$ cat config.mk
export PLATFORM = sky130hd
export DESIGN_NAME = round_robin_arbiter_4
export DESIGN_NICKNAME = d
export VERILOG_FILES = /design/src/rtl/round_robin_arbiter_4.sv
export SDC_FILE = /design/constraint.sdc
export NUM_CORES = 1
export LEC_CHECK = 0
export BUFFER_PORTS_ARGS = -buffer_cell sky130_fd_sc_hd__buf_2
export CORE_AREA = 2 2 39 41
export CTS_BUF_LIST = sky130_fd_sc_hd__clkbuf_16
export DETAILED_ROUTE_END_ITERATION = 12
export DIE_AREA = 0 0 41 43
export PLACE_DENSITY = 0.62
export SYNTH_ARGS = -nofsm -noshare
export SYNTH_HDL_FRONTEND = slang
export SYNTH_SLANG_ARGS = --single-unit
$ cat constraint.sdc
create_clock -name clk -period 3.4 [get_ports clk]
set_input_delay 0.17 -clock clk [delete_from_list [all_inputs] [get_ports clk]]
set_output_delay 0.17 -clock clk [all_outputs]
set_load 0.02 [all_outputs]
$ cat src/rtl/round_robin_arbiter_4.sv
// round_robin_arbiter_4: four-requester round-robin arbiter with registered grant.
// A new owner is chosen by searching from the priority pointer, and the grant is
// held until the owner drops its request.
// Optional tenure limiting is compiled in with macro HOLD_LIMIT_EN: an owner that
// has held the grant for HOLD_MAX cycles yields to any other pending requester.
module round_robin_arbiter_4 #(
  parameter int unsigned HOLD_MAX = 8
) (
  input  logic       clk,
  input  logic       reset,
  input  logic [3:0] req,
  output logic [3:0] gnt,
  output logic [1:0] gnt_idx,
  output logic       gnt_valid
);

  localparam int unsigned N_REQ = 4;
  localparam int unsigned IDX_W = 2;

  typedef enum logic {
    IDLE  = 1'b0,
    GRANT = 1'b1
  } state_t;

  state_t           state;
  state_t           state_nxt;
  logic [IDX_W-1:0] ptr;
  logic [IDX_W-1:0] ptr_nxt;
  logic [IDX_W-1:0] idx_nxt;
  logic             valid_nxt;
  logic [N_REQ-1:0] gnt_nxt;
  logic             grant_new;
  logic [IDX_W:0]   pick_all;
  logic             owner_req;

`ifdef HOLD_LIMIT_EN
  localparam int unsigned CNT_W = $clog2(HOLD_MAX);
  localparam logic [CNT_W-1:0] CNT_LIM = CNT_W'(HOLD_MAX - 1);

  logic [CNT_W-1:0] cnt;
  logic [CNT_W-1:0] cnt_nxt;
  logic [IDX_W:0]   pick_other;
  logic [N_REQ-1:0] owner_mask;
  logic             at_limit;
`endif

  // Round-robin search: returns {found, index} of the first set bit at or after start.
  function automatic logic [IDX_W:0] rr_pick(input logic [N_REQ-1:0] mask,
                                             input logic [IDX_W-1:0] start);
    logic [IDX_W:0]   res;
    logic [IDX_W-1:0] cand;
    res = '0;
    // Walk from the farthest offset down so the closest candidate wins last.
    for (int k = N_REQ - 1; k >= 0; k--) begin
      cand = start + IDX_W'(k);
      if (mask[cand]) begin
        res = {1'b1, cand};
      end
    end
    return res;
  endfunction

  // Candidate winners for the current cycle.
  always_comb begin
    pick_all  = rr_pick(req, ptr);
    owner_req = req[gnt_idx];
`ifdef HOLD_LIMIT_EN
    owner_mask = N_REQ'(1) << gnt_idx;
    pick_other = rr_pick(req & ~owner_mask, ptr);
    at_limit   = (cnt == CNT_LIM);
`endif
  end

  // Next-state, next-owner and pointer decision.
  always_comb begin
    state_nxt = state;
    idx_nxt   = gnt_idx;
    valid_nxt = gnt_valid;
    ptr_nxt   = ptr;
    grant_new = 1'b0;

    case (state)
      IDLE: begin
        valid_nxt = 1'b0;
        if (pick_all[IDX_W]) begin
          state_nxt = GRANT;
          idx_nxt   = pick_all[IDX_W-1:0];
          grant_new = 1'b1;
        end
      end

      GRANT: begin
        if (!owner_req) begin
          // Owner released: hand over without a bubble, or fall back to idle.
          if (pick_all[IDX_W]) begin
            idx_nxt   = pick_all[IDX_W-1:0];
            grant_new = 1'b1;
          end else begin
            state_nxt = IDLE;
            valid_nxt = 1'b0;
          end
        end
`ifdef HOLD_LIMIT_EN
        else if (at_limit && pick_other[IDX_W]) begin
          // Tenure expired and someone else is waiting: force a handover.
          idx_nxt   = pick_other[IDX_W-1:0];
          grant_new = 1'b1;
        end
`endif
      end

      default: begin
        state_nxt = IDLE;
        valid_nxt = 1'b0;
      end
    endcase

    if (grant_new) begin
      valid_nxt = 1'b1;
      ptr_nxt   = idx_nxt + IDX_W'(1);
    end

    gnt_nxt = valid_nxt ? (N_REQ'(1) << idx_nxt) : '0;
  end

`ifdef HOLD_LIMIT_EN
  // Tenure counter: clears on a new grant or at the limit, counts every held cycle.
  always_comb begin
    cnt_nxt = '0;
    if (!grant_new && state == GRANT && state_nxt == GRANT) begin
      cnt_nxt = at_limit ? '0 : cnt + CNT_W'(1);
    end
  end

  // Tenure counter register.
  always_ff @(posedge clk or posedge reset) begin
    if (reset) begin
      cnt <= '0;
    end else begin
      cnt <= cnt_nxt;
    end
  end
`endif

  // State, pointer and registered grant outputs.
  always_ff @(posedge clk or posedge reset) begin
    if (reset) begin
      state     <= IDLE;
      ptr       <= '0;
      gnt_idx   <= '0;
      gnt_valid <= 1'b0;
      gnt       <= '0;
    end else begin
      assert (HOLD_MAX >= 2 && HOLD_MAX <= 256);
      state     <= state_nxt;
      ptr       <= ptr_nxt;
      gnt_idx   <= idx_nxt;
      gnt_valid <= valid_nxt;
      gnt       <= gnt_nxt;
    end
  end

endmodule

# --- Word-level counts from Yosys, hierarchy flattened ---
# Cells that the tools add are included.
word_totals:
  ff_bits: 10
  inputBits: 6
  output_inout_bits: 7
  wordCells: 43
classes:
  n_addsub: 4
  n_lt_le_gt_ge: 5
  shifts: 1
  muxes: 27
  bitwise_logic: 1
op_table:
  columns: ["operator", "count"]
  rows:
  - ["less-than comparator 2 x 3 -> 1 bit, second input constant", 5]
  - ["two-way mux 3 bit", 4]
  - ["two-way mux 1 bit", 11]
  - ["binary-select mux 1 bit (select 2 bit)", 5]
  - ["case mux 1 bit (2 select lines)", 3]
  - ["adder 2 x 1 -> 2 bit, second input constant", 2]
  - ["adder 2 bit, second input constant", 2]
  - ["two-way mux 2 bit", 2]
  - ["two-way mux 4 bit", 1]
  - ["case mux 2 bit (2 select lines)", 1]
  - ["<< shifter 1 x 2 -> 4 bit, first input constant", 1]
  - ["NOT 1 bit", 1]

# --- Longest topological paths before layout ---
# Gate-level depths: netlist (run 1).
depth:
  depth_word: 12
  mapped_depth: 6

# --- Least setup slack after synthesis (run 1) ---
# No wires, ideal clock.
synth_timing:
  path_type: "flip-flop to flip-flop"
  from: "register gnt_idx[0]"
  to: "register gnt[0]"
  setup_time_ns: 0.072
  arrival_ns: 1.639
  slack_ns: 1.688
  path_stages_with_launch: 7
  path_buffers: 0
  synth_period_minus_slack_ns: 1.712
  path_cell_list: "dfrtp_1 mux2i_1 nor3b_4 nor3_2 mux2i_1 inv_2 nor2_1"
synth_via:
  elab_chain_cells: 6
  elab_cells_between_ends: 12
  classes_between: "shift (1); mux (11)"
synth_lines:
  columns: ["element", "line_no", "text"]
  rows:
  - ["from (decl)", "13", "output logic [1:0] gnt_idx,"]
  - ["from (signal assigned)", "157", "gnt_idx <= idx_nxt;"]
  - ["binary-select mux 1 bit (select 2 bit)", "66", "owner_req = req[gnt_idx];"]
  - ["two-way mux 1 bit (implied by the code)", "66", null]
  - ["two-way mux 2 bit", "93", "if (!owner_req) begin"]
  - ["case mux 2 bit (2 select lines) (*)", "82", "case (state)"]
  - ["named net idx_nxt[0]", "29", "logic [IDX_W-1:0] idx_nxt;"]
  - ["<< shifter 1 x 2 -> 4 bit (*)", "123", "gnt_nxt = valid_nxt ? (N_REQ'(1) << idx_nxt) : '0;"]
  - ["two-way mux 4 bit (*)", "123", null]
  - ["named net gnt_nxt[0]", "31", "logic [N_REQ-1:0] gnt_nxt;"]
  - ["to (signal assigned)", "159", "gnt <= gnt_nxt;"]
  - ["to (decl)", "12", "output logic [3:0] gnt,"]
# Mark *: on every way through the listed nets, which the timed path passes. The rest lies on a longest branch. The select of a mux whose other input is x is not followed.
# A chain may end at the register's enable or synchronous reset.

# --- Worst setup path after layout (run 1) ---
layout_timing:
  from: "register gnt_idx[0]"
  to: "register gnt[2]"
# Same word-level chain as after synthesis.

==> flow_summary.yaml, run 1 <==
outcome:
  status: "finished clean"
detailed_routing:
  ant_nets: 0
  wl_per_cell_um: 11.8
  vias_per_cell: 4.84
  drt_wl_total_um: 1040
  dr.pass1.iters: 2
  num_vias: 426
  drc_errors: 0
  drtIter0Drc: 6
place:
  globalplace.congestion: 0.711
  portBuffers: 12
  placed_area_um2: 601
  dp_worst_setup_slack_ns: 1.65
  post-place-cells: 84
  dp.final_hpwl_um: 799
floorplan:
  die_x_um: 41
  initial_core_util_pct: 37.6
  die_h_um: 43
  die_area_um2: 1760
  rows: 14
  core_area_um2: 1380
  io_pins: 13
timing:
  hold_ws_ns: 0.228
  setup_viol: 0
  setup_tns_ns: 0
  min_period_over_period_pct: 50.8
  post-route-min-period_ns: 1.73
  relSlewSlack_pct: 63.7
  worst_pin_slew_ns: 0.539
  drv_slew: 0
  layout_setup_ws_ns: 1.67
  finalHoldViolCount: 0
  fin_skew_ns: 0.00161
  rsz0062_at_grt: "false"
  fmax_ghz: 0.579
global_routing:
  grt_pass1_wl_um: 1730
  grt_usage_pct: 15.0
  grt_util_met2_pct: 19.7
  antenna_found_initial: 0
  met3_usage_pct: 4.71
  grt-busiest-layer: "met1"
  grt_max_degree: 11
  use_met1_pct: 20.3
  grt_pass1_vias: 416
  overflow: 0
worst_setup_path:
  critPathKind: "reg -> reg"
  arrival_ns: 1.89
  worst_setup_path_end_kind: "flip-flop"
  worstPathMaxFanout: 6
  worst-r2r-setup-slack_ns: 1.67
  crit_required_ns: 3.56
  cp-start-kind: "flip-flop"
clocking:
  clk_root_buffer_cell: "clkbuf_16"
  cts_tree: "yes"
  clk_latency_ns: 0.23
  numClockSinks: 10
  htree_num_levels: 1
  post_cts_resized: 0
  clkTransAtPathRegs_ns: 0.04
  clockBufferDepth: 2
  numCtsBuffers: 3
power_and_ir_drop:
  pwr-share-comb_pct: 40.0
  p_total_mw: 0.664
  p_int_mw: 0.421
  p_per_area_nw_per_um2: 969
  seqPwrFrac_pct: 30.4
  p_sw_share_pct: 36.6
  p_leak_nw: 0.331
  clkPwrFrac_pct: 29.5
  netSwitchingPower_mw: 0.243
  ir_drop_v: 0.000541
synthesis:
  ys.flop_type: "dfrtp_1"
  synthArstFlopShare_pct: 100
  yosysWarnings: 0
  avgSynthCellArea_um2: 9.29
  ys_ff_latch: 10
  syn-cell-area_um2: 520
  synth.distinct_cells: 23
  syn_inst: 56
  yosysSeqAreaShare_pct: 48.1
  synth_nets: 62
  synth_edf_count: 0
layout:
  area_growth_pct: 31.7
  fin_cells: 88
  multi_input_area_um2: 251
  drive_above_1_share_pct: 26.4
  num-nets-final: 80
  seq_area_um2: 250
  fillerInstances: 129
  final_util_pct: 49.5
  antenna_cells: 0
  finalInstanceArea_um2: 686
flow_run:
  maxCapViolCount: 0
hold_path:
  hold_path_class: "in -> reg"
==> power by group through the flow <==
stage               logic [mW]  registers [mW]  clock network [mW]
global route             0.299           0.209               0.208
finish                   0.266           0.202               0.196
global placement         0.264           0.203                   0
CTS                      0.269           0.202               0.202
floorplan                0.163           0.235                   0
detailed placement       0.267           0.202                   0
==> critical path, cell delays in order (launching register included) <==
cell	delay (ns)
dfrtp_1	0.41
mux2i_1	0.30
nor3b_4	0.10
nor3_2	0.31
mux2i_1	0.36
inv_2	0.07
nor2_1	0.11
==> layout by cell type (no fill, tap or decap), types with 3 or more instances in the layout <==
cell       count
a21oi_1        4
buf_2         12
clkbuf_16      3
dfrtp_1       10
inv_1          4
mux2i_1        3
nand2_1        4
nor2_1        14
==> path summary, 6_finish.rpt <==
| check | from | to | depth (start not counted) |
|---|---|---|---|
| max in group asynchronous | reset | gnt_idx[0] | 3 |
| min in group asynchronous | reset | gnt[0] | 3 |
| hold / removal | req[0] | state | 3 |
| setup reg to reg | gnt_idx[0] | gnt[2] | 6 |
| hold reg to reg | gnt_valid | gnt_valid | 2 |
| setup / recovery | gnt_idx[0] | gnt[2] | 6 |
==> state kept, by name, summed over array words and instances, names as in the netlist <==
register,flops
gnt_idx,2
gnt,4
state,1
gnt_valid,1
ptr,2
==> layout make-up <==
class	count	share of cell area, %
Timing Repair Buffer	13	10.2
Sequential cell	10	36.5
Inverter	5	2.74
Clock buffer	3	10.9
Tap cell	16	2.92
Multi-Input combinational cell	41	36.7
==> kinds of logic after synthesis <==
group	share of synthesized area, %
AO/OA/AOI/OAI	12.7
XOR/XNOR	1.68
buffers and inverters	3.60
flip-flops	48.1
multiplexers	5.77
AND/OR/NAND/NOR	28.1
==> synth_stat cells, types with 3 or more instances <==
library cell / number / area share, %
mux2i_1: 3 / 5.8
nand2_1: 4 / 2.9
a21oi_1: 4 / 3.8
dfrtp_1: 10 / 48
inv_1: 4 / 2.9
nor2_1: 14 / 10
==> metal layers <==
metal	vias to the layer above	routed length (um)	part of all wire (%)
li1	223	-	-
met1	188	530	51
met2	13	442	43
met3	2	54	5.2
met4	0	11	1.1
met5	-	0	0
==> repair_timing <==
item                                   in CTS  in global routing
hold buffers                                1                  0
buffers inserted                            0                  0
endpoints found under the hold margin      10                  0
Note: power is estimated with default switching activity, not from simulation.
==> run 2: changes to the inputs <==
--- a/config.mk
+++ b/config.mk
@@ -5,12 +5,13 @@
 export SDC_FILE = /design/constraint.sdc
 export NUM_CORES = 1
 export LEC_CHECK = 0
+export ABC_AREA = 1
 export BUFFER_PORTS_ARGS = -buffer_cell sky130_fd_sc_hd__buf_2
-export CORE_AREA = 2 2 39 41
+export CORE_MARGIN = 2
+export CORE_UTILIZATION = 46
 export CTS_BUF_LIST = sky130_fd_sc_hd__clkbuf_16
 export DETAILED_ROUTE_END_ITERATION = 12
-export DIE_AREA = 0 0 41 43
-export PLACE_DENSITY = 0.62
+export PLACE_DENSITY = 0.7
 export SYNTH_ARGS = -nofsm -noshare
 export SYNTH_HDL_FRONTEND = slang
 export SYNTH_SLANG_ARGS = --single-unit
==> constraint.sdc (replaced) <==
create_clock -name clk -period 1.4 [get_ports clk]
set_input_delay 0.07 -clock clk [delete_from_list [all_inputs] [get_ports clk]]
set_output_delay 0.07 -clock clk [all_outputs]
set_load 0.02 [all_outputs]
==> run 2 against run 1 <==
  * The flow now finishes with violations (setup timing)
  * Area after synthesis is 39% higher
  * Via count rose by 68%
  * Clock-buffer cell count is the same
  * Die area rose by 8.4%
  * Global-route usage grew 8.6 points
  * First-iteration DRC count rose to 3.2 times the previous value
  * Design area is 60% higher
  * Highest routed layer unchanged
  * Maximum frequency grew 4.9%
  * Utilization is 24 points higher
  * Worst hold slack better by 0.13 ns
==> flow_summary.yaml, run 2 <==
synthesis:
  synth_edf_count: 0
  yosys.area.top_type: "dfrtp_1"
  avgSynthCellArea_um2: 7.11
  yosysTopAreaCellShare_pct: 34.5
  synth.most_common_cell: "nand2_1"
  synth_nets: 108
  synth.distinct_cells: 17
  ys.flop_type: "dfrtp_1"
  syn-cell-area_um2: 726
  yosysWarnings: 0
  yosysSeqAreaShare_pct: 34.5
  ys_top_cells_by_area: "dfrtp_1 (34%), nand2_1 (20%), nand2_2 (12%)"
  synthArstFlopShare_pct: 100
  syn_inst: 102
  synth_commonest_cells: "nand2_1 (38), nand2_2 (14), dfrtp_1 (10)"
  ys_ff_latch: 10
timing:
  setup_viol: 10
  post-route-min-period_ns: 1.65
  worst_pin_slew_ns: 0.394
  finalHoldViolCount: 0
  min_period_over_period_pct: 118
  fmax_ghz: 0.607
  setup_tns_ns: -1.79
  layout_setup_ws_ns: -0.247
  hold_ws_ns: 0.356
  fin_skew_ns: 0.000995
  drv_slew: 0
  rsz0062_at_grt: "true"
  relSlewSlack_pct: 73.7
floorplan:
  initial_core_util_pct: 48.7
  io_pins: 13
  core_area_um2: 1490
  die_area_um2: 1910
  die_h_um: 43.7
  rows: 14
  die_x_um: 43.7
clocking:
  clockBufferDepth: 2
  numClockSinks: 10
  numCtsBuffers: 3
  clk_root_buffer_cell: "clkbuf_16"
  clk_latency_ns: 0.24
  clkTransAtPathRegs_ns: 0.04
  htree_num_levels: 1
  cts_tree: "yes"
worst_setup_path:
  worst_path_max_delay_cell: "dfrtp_1"
  r2r-end: "gnt[1]"
  r2r_cells: 13
  crit_required_ns: 1.57
  crit_path_frequent_cell: "nand2_4"
  worst-r2r-setup-slack_ns: -0.25
  worst_setup_path_end_kind: "flip-flop"
  worstPathMaxFanout: 8
  crit_chain: "buf_12, inv_8, nand2_2, nand2_4, nand2_4, nand2_4, nor2_4, nand2_2, nand3_4, nand2_4, nand2_4, inv_2, nor2_2"
  arrival_ns: 1.81
  cp-start-kind: "flip-flop"
  max_stage_delay_ns: 0.36
  critPathKind: "reg -> reg"
  rr_startpoint: "ptr[0]"
detailed_routing:
  drt_wl_total_um: 1900
  ant_nets: 0
  drtIter0Drc: 19
  vias_per_cell: 4.76
  dr.pass1.iters: 4
  drc_errors: 0
  wl_per_cell_um: 12.7
  num_vias: 714
layout:
  final_cell_mix: "nand2_1 (26), nand2_2 (21), buf_4 (15)"
  seq_area_um2: 253
  finalInstanceArea_um2: 1100
  area_growth_pct: 51.0
  fillerInstances: 113
  drive_above_1_share_pct: 60.4
  num-nets-final: 141
  antenna_cells: 0
  largest_reg_flops: 4
  top_register: "gnt"
  reg.largest.list: "gnt x4, gnt_idx x2, ptr x2"
  final_common_cell: "nand2_1"
  multi_input_area_um2: 482
global_routing:
  overflow: 0
  grt_pass1_wl_um: 3140
  grt_pass1_vias: 703
  antenna_found_initial: 0
  grt_usage_pct: 23.6
  grt_max_degree: 11
flow_run:
  maxCapViolCount: 0
outcome:
  violations: "setup timing"
  status: "complete, but fails checks"
hold_path:
  hold_path_class: "in -> async"
place:
  dp.final_hpwl_um: 1270
  placed_area_um2: 911
  dp_worst_setup_slack_ns: -0.243
  globalplace.congestion: 0.816
  portBuffers: 12
run 2: cell count changes in the layout (fill, tap and decap cells not counted), moves of 5 or more:
cell / change
nand2_2: +21
nand2_1: +22
inv_2: +8
buf_4: +15
nor2_1: -9
nand2_4: +8
nand3_1: +5
run 2: through the flow:
| stage | std cells | utilization, % |
|---|---|---|
| floorplan | 102 | - |
| global placement | 140 | 61.2 |
| detailed placement | 140 | 61.2 |
| CTS | 150 | 73.4 |
| global route | 150 | 73.6 |
| finish | 150 | 73.6 |
run 2: layout make-up:
type	count	area share [%]
multi-input cells	77	43.9
well taps	16	1.83
inverters	14	5.48
clock buffers	3	6.85
repair buffers	29	18.5
flip-flops and latches	10	23.1
clock inverters	1	0.342
run 2: logic make-up (layout without fill, tap and decap cells):
group / count (synthesis) / count (layout) / share of synthesized area, %
simple gates: 72 / 72 / 49.3
buf+inv: 15 / 47 / 9.48
flops: 10 / 10 / 34.5
compound gates: 5 / 5 / 6.72
run 2: repair_timing:
action / 4_1_cts / 5_1_grt
setup buffers: 5 / 0
setup endpoints to repair: 9 / 10
hold endpoints to repair: 10 / 0
resized for setup: 15 / 1
hold buffers: 1 / 0
pin swaps: 13 / 4
run 2: critical path, delay by kind of cell (launching register included):
kind                   cells  cell delay [ns]
and+or+nand+nor           10             0.98
DFF                        1             0.36
buffers and inverters      3             0.25
run 2: per-layer routing:
| layer | vias up | track usage, % | part of all wire [%] |
|---|---|---|---|
| met2 | 9 | 38.8 | 50 |
| met4 | 0 | 7.27 | 1.1 |
| li1 | 375 | - | - |
| met5 | - | 0 | 0 |
| met3 | 2 | 6.25 | 3.4 |
| met1 | 328 | 30.1 | 45 |
run 2: worst max path at each step:
stage                     cells after the start  endpoint  slack (ns)   start
after floorplan                              14    ptr[1]       -0.07  ptr[0]
after global placement                       14    gnt[1]       -0.19  ptr[0]
after detailed placement                     14    gnt[1]       -0.24  ptr[0]
after CTS                                    12    gnt[1]       -0.22  ptr[0]
after global routing                         13    gnt[1]       -0.32  ptr[0]
final                                        13    gnt[1]       -0.25  ptr[0]
Power of run 2 is not shown: default switching activity piles up to over one toggle a cycle in this logic, so the estimate is an artifact.
==> run 3: changes to the inputs <==
--- a/config.mk
+++ b/config.mk
@@ -12,6 +12,7 @@
 export CTS_BUF_LIST = sky130_fd_sc_hd__clkbuf_16
 export DETAILED_ROUTE_END_ITERATION = 12
 export PLACE_DENSITY = 0.7
+export RECOVER_POWER = 100
 export SYNTH_ARGS = -nofsm -noshare
 export SYNTH_HDL_FRONTEND = slang
 export SYNTH_SLANG_ARGS = --single-unit
==> run 3 against run 2 <==
  * The run still ends with setup timing left
  * Routed wire length is 0.95% lower
  * Critical path depth stayed put
  * Worst hold slack worse by 0.0013 ns
  * Highest routed layer unchanged
==> flow_summary.yaml, run 3 (synthesis gave the netlist of run 2 again) <==
outcome:
  status: "complete, but fails checks"
  violations: "setup timing"
detailed_routing:
  ant_nets: 0
  vias_per_cell: 4.77
  drtIter0Drc: 23
  drc_errors: 0
  drt_wl_total_um: 1880
  dr.pass1.iters: 4
  num_vias: 715
  wl_per_cell_um: 12.6
clocking:
  numCtsBuffers: 3
  clk_latency_ns: 0.24
  numClockSinks: 10
  cts_tree: "yes"
  clockBufferDepth: 2
  htree_num_levels: 1
  clk_root_buffer_cell: "clkbuf_16"
  clkTransAtPathRegs_ns: 0.04
timing:
  post-route-min-period_ns: 1.63
  setup_tns_ns: -1.76
  layout_setup_ws_ns: -0.233
  worst_pin_slew_ns: 0.393
  relSlewSlack_pct: 73.7
  fin_skew_ns: 0.00218
  min_period_over_period_pct: 117
  drv_slew: 0
  fmax_ghz: 0.612
  setup_viol: 10
  rsz0062_at_grt: "true"
  finalHoldViolCount: 0
  hold_ws_ns: 0.354
floorplan:
  rows: 14
  initial_core_util_pct: 48.7
  die_h_um: 43.7
  core_area_um2: 1490
  io_pins: 13
  die_x_um: 43.7
  die_area_um2: 1910
worst_setup_path:
  arrival_ns: 1.80
  crit_required_ns: 1.57
  max_stage_delay_ns: 0.36
  crit_chain: "buf_12, inv_8, nand2_2, nand2_4, nand2_4, nand2_4, nor2_4, nand2_2, nand3_4, nand2_4, nand2_4, inv_2, nor2_2"
  crit_path_frequent_cell: "nand2_4"
  worst_path_max_delay_cell: "dfrtp_1"
  worst-r2r-setup-slack_ns: -0.23
  critPathKind: "reg -> reg"
  worst_setup_path_end_kind: "flip-flop"
  cp-start-kind: "flip-flop"
  rr_startpoint: "ptr[0]"
  worstPathMaxFanout: 8
  crit_start: "ptr[0]"
hold_path:
  hold_path_class: "in -> async"
layout:
  largest_reg_flops: 4
  num-nets-final: 141
  antenna_cells: 0
  top_register: "gnt"
  final_common_cell: "nand2_1"
  final_cell_mix: "nand2_1 (26), nand2_2 (21), buf_4 (15)"
  reg.largest.list: "gnt x4, gnt_idx x2, ptr x2"
  area_growth_pct: 50.0
  drive_above_1_share_pct: 56.0
global_routing:
  grt_pass1_wl_um: 3140
  grt_pass1_vias: 703
  overflow: 0
  antenna_found_initial: 0
  grt_usage_pct: 23.6
  grt_max_degree: 11
place:
  portBuffers: 12
  globalplace.congestion: 0.816
  dp.final_hpwl_um: 1270
flow_run:
  maxCapViolCount: 0
## run 3: cell count changes in the layout (fill, tap and decap cells not counted)
cell,delta
buf_2,-6
clkbuf_1,+6
## run 3: area by class of cell
class	instances	area [um^2]
Multi-Input combinational cell	77	482
Clock buffer	3	75.1
Inverter	14	60.1
Fill cell	118	400
Sequential cell	10	253
Clock inverter	1	3.75
Tap cell	16	20.0
Timing Repair Buffer	29	195
## run 3: per-layer routing
layer / global-route usage [%] / vias up / wire (um) / part of all wire [%]
met5: 0 / - / 0 / 0
met4: 7.27 / 0 / 20 / 1.1
met1: 30.1 / 328 / 834 / 44
met3: 6.25 / 2 / 67 / 3.6
li1: - / 374 / - / -
met2: 38.8 / 11 / 962 / 51
## run 3: metrics by stage
step / instances / setup WS [ns] / cell area (um^2) / utilization (%)
global route: 150 / -0.321 / 1090 / 73.1
global placement: 140 / -0.193 / 911 / 61.2
finish: 150 / -0.233 / 1090 / 73.1
CTS: 150 / -0.218 / 1090 / 73.4
detailed placement: 140 / -0.243 / 911 / 61.2
floorplan: 102 / -0.0683 / 747 / -
## run 3: repair_timing
action,4_1_cts,5_1_grt
endpoints found under the hold margin,10,0
setup endpoints to repair,9,10
pin swaps,13,4
gates resized for setup,15,1
setup buffers,5,0
hold buffers,1,0
## run 3: final timing paths
| check | end | cells after the start |
|---|---|---|
| max in group asynchronous | ptr[1] | 3 |
| max reg2reg | gnt[1] | 13 |
| min reg2reg | gnt_valid | 3 |
| min in group clk | gnt[2] | 5 |
| min | gnt[0] | 3 |
| max | gnt[1] | 13 |
## run 3: worst max-delay path, delay by kind of cell, from the launching register on
kind          cells  cell delay [ns]
flops             1             0.36
buf+inv           3             0.24
simple gates     10             0.96
Power of run 3 is left out for the same reason.
